[config.mk]
export PLATFORM = sky130hd
export DESIGN_NAME = instr_fetch_unit
export DESIGN_NICKNAME = d
export VERILOG_FILES = /design/src/rtl/core_pkg.sv /design/src/rtl/instr_fetch_unit_legal_chk.sv /design/src/rtl/instr_fetch_unit.sv
export SDC_FILE = /design/constraint.sdc
export NUM_CORES = 1
export LEC_CHECK = 0
export BUFFER_PORTS_ARGS = -buffer_cell sky130_fd_sc_hd__clkbuf_2
export CORE_MARGIN = 2
export CORE_UTILIZATION = 49
export DETAILED_ROUTE_END_ITERATION = 8
export PLACE_DENSITY = 0.86
export SYNTH_ARGS = -nofsm -noshare
export SYNTH_HDL_FRONTEND = slang
export SYNTH_SLANG_ARGS = --single-unit
export TNS_END_PERCENT = 20
[constraint.sdc]
create_clock -name i_clk -period 6.4 [get_ports i_clk]
set_clock_uncertainty 0.1 [all_clocks]
set_input_delay 0 -clock i_clk [delete_from_list [all_inputs] [get_ports i_clk]]
set_output_delay 0 -clock i_clk [all_outputs]
set_load 0.01 [all_outputs]
[src/rtl/core_pkg.sv]
// Shared core definitions: opcode constants, instruction field positions
// and the fetch state encoding used by the fetch unit and decoder.
package core_pkg;

    localparam logic [4:0] OP_RTYPE = 5'b00000;
    localparam logic [4:0] OP_LDR   = 5'b00001;
    localparam logic [4:0] OP_STR   = 5'b00010;
    localparam logic [4:0] OP_BEQ   = 5'b00011;
    localparam logic [4:0] OP_ADDI  = 5'b00100;

    localparam int OPCODE_MSB = 31;
    localparam int OPCODE_LSB = 27;
    localparam int ALUOP_MSB  = 26;
    localparam int ALUOP_LSB  = 24;

    typedef enum logic [2:0] {
        S_REQ   = 3'd0,
        S_WAIT  = 3'd1,
        S_HOLD  = 3'd2,
        S_FLUSH = 3'd3,
        S_HALT  = 3'd4
    } fetch_state_t;

endpackage

[src/rtl/instr_fetch_unit_legal_chk.sv]
// Combinational opcode legality check against the core opcode set.
module opcode_legal_chk
    import core_pkg::*;
(
    input  logic [4:0] i_opcode,
    output logic       o_legal
);

    always_comb begin
        case (i_opcode)
            OP_RTYPE, OP_LDR, OP_STR, OP_BEQ, OP_ADDI: o_legal = 1'b1;
            default:                                   o_legal = 1'b0;
        endcase
    end

endmodule

[src/rtl/instr_fetch_unit.sv]
// Instruction fetch front end: PC, single-outstanding imem request,
// valid/ready hand-off to decode, branch redirect and illegal-opcode halt.
//
// state   | meaning
// S_REQ   | issue fetch at PC
// S_WAIT  | waiting for read data of the live request
// S_HOLD  | instruction presented to decode
// S_FLUSH | waiting for a stale response to discard
// S_HALT  | illegal opcode seen, frozen until reset
module instr_fetch_unit
    import core_pkg::*;
#(
    parameter int            AW       = 32,
    parameter logic [AW-1:0] RESET_PC = '0,
    parameter int            PC_STEP  = 4
) (
    input  logic          i_clk,
    input  logic          i_rst_n,
    output logic          o_imem_req,
    output logic [AW-1:0] o_imem_addr,
    input  logic          i_imem_rvalid,
    input  logic [31:0]   i_imem_rdata,
    output logic          o_instr_valid,
    input  logic          i_instr_ready,
    output logic [31:0]   o_instr,
    output logic [4:0]    o_opcode,
    output logic [2:0]    o_aluop,
    output logic [AW-1:0] o_pc_out,
    input  logic          i_branch_taken,
    input  logic [AW-1:0] i_branch_target,
    output logic          o_illegal
);

    fetch_state_t  r_state;
    fetch_state_t  w_next;
    logic [AW-1:0] r_pc;
    logic [AW-1:0] r_pc_out;
    logic [31:0]   r_instr;
    logic          r_valid;
    logic          r_illegal;
    logic          w_legal;
    logic          w_req;
    logic          w_redirect;
    logic          w_capture;
    logic          w_release;
    logic          w_trap;

    opcode_legal_chk u_legal_chk (
        .i_opcode (r_instr[OPCODE_MSB:OPCODE_LSB]),
        .o_legal  (w_legal)
    );

    always_ff @(posedge i_clk or negedge i_rst_n) begin
        if (!i_rst_n) begin
            r_state <= S_REQ;
        end else begin
            r_state <= w_next;
        end
    end

    always_comb begin
        w_next = r_state;
        case (r_state)
            S_REQ:   w_next = i_branch_taken ? S_FLUSH : S_WAIT;
            S_WAIT: begin
                if (i_branch_taken) begin
                    w_next = i_imem_rvalid ? S_REQ : S_FLUSH;
                end else if (i_imem_rvalid) begin
                    w_next = S_HOLD;
                end
            end
            S_HOLD: begin
                if (i_branch_taken) begin
                    w_next = S_REQ;
                end else if (!w_legal) begin
                    w_next = S_HALT;
                end else if (i_instr_ready) begin
                    w_next = S_REQ;
                end
            end
            // A response landing with a redirect still ends the flush; the new
            // target has no request in flight yet.
            S_FLUSH: if (i_imem_rvalid) w_next = S_REQ;
            S_HALT:  w_next = S_HALT;
            default: w_next = S_REQ;
        endcase
    end

    // Request is qualified by reset so the bus stays quiet while held in reset.
    always_comb begin
        w_req      = (r_state == S_REQ) && i_rst_n;
        w_redirect = i_branch_taken && (r_state != S_HALT);
        w_capture  = (r_state == S_WAIT) && i_imem_rvalid && !i_branch_taken;
        w_release  = (r_state == S_HOLD) && (i_branch_taken || (i_instr_ready && w_legal));
        w_trap     = (r_state == S_HOLD) && !i_branch_taken && !w_legal;
    end

    always_ff @(posedge i_clk or negedge i_rst_n) begin
        if (!i_rst_n) begin
            r_pc      <= RESET_PC;
            r_pc_out  <= '0;
            r_instr   <= '0;
            r_valid   <= 1'b0;
            r_illegal <= 1'b0;
        end else begin
            if (w_redirect) begin
                r_pc <= i_branch_target;
            end else if (w_capture) begin
                r_pc <= r_pc + AW'(PC_STEP);
            end
            if (w_capture) begin
                r_instr  <= i_imem_rdata;
                r_pc_out <= r_pc;
                r_valid  <= 1'b1;
            end else if (w_release) begin
                r_valid  <= 1'b0;
            end
            if (w_trap) begin
                r_illegal <= 1'b1;
            end
        end
    end

    assign o_imem_req    = w_req;
    assign o_imem_addr   = w_req ? r_pc : '0;
    assign o_instr_valid = r_valid;
    assign o_instr       = r_instr;
    assign o_opcode      = r_instr[OPCODE_MSB:OPCODE_LSB];
    assign o_aluop       = r_instr[ALUOP_MSB:ALUOP_LSB];
    assign o_pc_out      = r_pc_out;
    assign o_illegal     = r_illegal;

endmodule
==> flow_metrics.tcl <==
set metrics [dict create \
    status "completed" \
    power.ir.vdd_worst_mv 0.257 \
    power_density_nw_per_um2 364 \
    coreArea_um2 9680 \
    numCtsBuffers 9 \
    first_pass_iters 5 \
    yosysTopAreaCellShare_pct 52.2 \
    power.internal_mw 1.48 \
    maxClockFrequency_mhz 302 \
    timing.hold.worst.class "in2reg" \
    tritoncts "yes" \
    synth_compound_area_share_pct 7.45 \
    layout_common_cells "234 x nand2_1, 174 x clkbuf_2, 101 x dfrtp_1, 68 x dlygate4sd3_1, 32 x and2_1" \
    timing.max_cap.violations 0 \
    most_frequent_standard_cell_in_the_layout_excluding_fill_and_tap_cells "nand2_1" \
    critical_path.startpoint_type "flip-flop" \
    post_synth_num_cell_types 53 \
    effective_utilization_at_floorplan_pct 50.0 \
    synthesis_to_finish_area_growth_pct 36.9 \
    sw_frac_of_total_pct 38.6 \
    count_of_flip_flops_with_a_built_in_enable_after_synthesis 0 \
    cp-end-kind "flip-flop" \
    most_frequently_used_flop_master_after_synthesis "dfrtp_1" \
    grt_overflow 0 \
    row_count 36 \
    synth_xor_area_share_pct 1.27 \
    worst_slew_pin_tran_ns 1.28 \
    totalNegativeSetupSlack_ns 0 \
    first_global_vias 4604 \
    post-synth-top-area-cell "dfrtp_1" \
    cp_data_arrival_time_ns 3.50 \
    power.sequential.fraction_pct 44.7 \
    final_max_slew_viol_count 0 \
    grt_start_max_net_pins 87 \
    async_reset_ff_share_pct 100 \
    synth_simple_gate_area_share_pct 33.2 \
    leakage_power_nw 3.44 \
    fp.dieArea_um2 10700 \
    synth_top_family_by_area "simple AND/OR/NAND/NOR gates" \
    muxShareOfSynthArea_pct 0.646 \
    ioPinCount 176 \
    final-hold-violation-count 0 \
    yosysSeqAreaShare_pct 52.2 \
    finalCriticalPeriod_ns 3.31 \
    setup-violations-final 0 \
    yosys.area_share.adder_pct 0.259 \
    synthCells 559 \
    fillers 723 \
    first_drt_iteration_drcs 257 \
    ys_ff_latch 101 \
    die_h_um 103 \
    finalWeightedCongestion 0.787 \
    clock_latency_ns 0.36 \
    synthTopCellsByArea "dfrtp_1 52%, nand2_1 18%, and2_1 4.1%, nand3_1 2.4%, nand4_1 1.7%" \
    timing.slew.headroom_pct 14.1 \
    synth_warnings 0 \
    routed_wirelength_mm 13.5 \
    netSwitchingPower_uw 930 \
    cts_sinks 101 \
    final_net_count 847 \
    antenna_cells_inserted 0 \
    cts-htree-levels 3 \
    proportion_of_layout_cells_with_a_drive_suffix_above_1_pct 27.1 \
    dp_hpwl_mm 8.69 \
    syn-num-nets 629 \
    portBuffers 175 \
    worstSetupPathType "reg2reg" \
    pwr-share-comb_pct 36.6 \
    post_synth.cell_area_avg_um2 8.66 \
    post_cts_resize_count 0 \
    layout_utilization_pct 68.4 \
    post_synth_instance_area_um2 4840 \
    root_buffer "clkbuf_8" \
    routedWlPerCell_um 14.8 \
    cts_max_path_buffers 2 \
    clk_pin_slew_worst_paths_ns 0.10 \
    clockPowerShare_pct 18.7 \
    data_required_time_at_the_worst_endpoint_ns 6.59 \
    global_route_wire_length_before_repair_mm 21.5 \
    final_routed_drc_violation_total 0 \
    die_width_um 103 \
    dr_total_vias 4682 \
    drt_via_density 5.12 \
    globalRouteTotalUtil_pct 25.6 \
    final.period_utilization_pct 51.7 \
    path_max_fanout 48 \
    grt_antenna_before_repair 0 \
    unrepaired_setup_endpoints_after_global_routing "false" \
    postRouteAntennaNets 0 \
]
-- final timing paths --
| check | startpoint | end | slack (ns) | cells after the start |
|---|---|---|---|---|
| hold / removal | i_branch_taken | r_state[1] | 0.12 | 4 |
| min in group asynchronous | i_rst_n | r_pc[30] | 0.42 | 3 |
| max in group asynchronous | i_rst_n | o_pc_out[2] | 5.03 | 3 |
| setup reg to reg | r_state[0] | r_pc[25] | 3.09 | 6 |
| hold reg to reg | o_instr[5] | o_instr[5] | 0.38 | 2 |
| setup / recovery | r_state[0] | r_pc[25] | 3.09 | 6 |
-- Yosys cell counts (all sizes together), types with 3 or more instances --
master,instances
xor2,4
and2,33
and3,5
a21oi,4
nand3b,3
o21ai,13
dfrtp,101
inv,3
xnor2,3
clkbuf,20
nand4,13
nor4,3
nor2,19
or3,4
nor3,6
nand3,26
a31oi,5
buf,21
o211ai,10
nand2,234
-- area by class of cell --
class	count	area (um^2)	share of cell area, %
flip-flops and latches	101	2530	38.2
multi-input cells	414	2100	31.7
repair buffers	248	1600	24.1
well taps	133	166	2.51
clock buffers	12	155	2.34
clock inverters	4	70.1	1.06
inverters	3	11.3	0.170
-- metrics by stage --
step           instance area [um^2]  std cells  power [mW]  setup slack [ns]  hold slack (ns)
6_report                       6620        915        2.41              3.09            0.118
5_1_grt                        6620        915        2.59              2.69            0.146
4_1_cts                        6620        915        2.41              3.14           0.0981
3_5_place_dp                   5720        831        1.93              3.17           -0.222
3_3_place_gp                   5720        831        1.88              3.33           -0.231
2_1_floorplan                  4840        559        1.56              4.31           -0.396
-- layer usage --
metal	vias up	track usage (%)	part of all wire (%)
li1	2274	-	-
met1	2204	32.3	42
met2	181	44.7	51
met3	23	3.76	5.0
met4	0	9.21	2.0
met5	-	0	0
-- critical path: stages (launching register included) --
cell and delay (ns):
dfrtp_1 0.60, nand3b_4 0.17, nor3_2 0.99, buf_4 0.62, nand3_1 0.23, or3_1 0.35
a31oi_1 0.16
-- logic make-up (layout without fill, tap and decap cells) --
family	after synthesis	after routing
and+or+nand+nor	351	351
DFF	101	101
AOI/OAI and AO/OA	52	52
buffers and inverters	44	267
xor gates and xnor gates	7	7
muxes	3	3
adders and majority gates	1	1
-- flip-flops by register name, indices dropped and copies added, names as in the netlist --
signal	count
r_pc	32
o_instr_valid	1
o_illegal	1
o_instr	32
o_pc_out	32
r_state	3
-- power by group through the flow --
stage | Sequential [mW] | Combinational (mW) | Clock, mW
3_3_place_gp | 1.06 | 0.815 | 0
6_report | 1.08 | 0.882 | 0.451
2_1_floorplan | 1.11 | 0.452 | 0
5_1_grt | 1.11 | 0.993 | 0.487
4_1_cts | 1.07 | 0.880 | 0.462
3_5_place_dp | 1.08 | 0.845 | 0
-- what timing repair did --
| item | in CTS | in global routing |
|---|---|---|
| setup buffers | 0 | 0 |
| endpoints found under the hold margin | 82 | 0 |
| hold buffers | 68 | 0 |
Note: power is estimated with default switching activity, not from simulation.
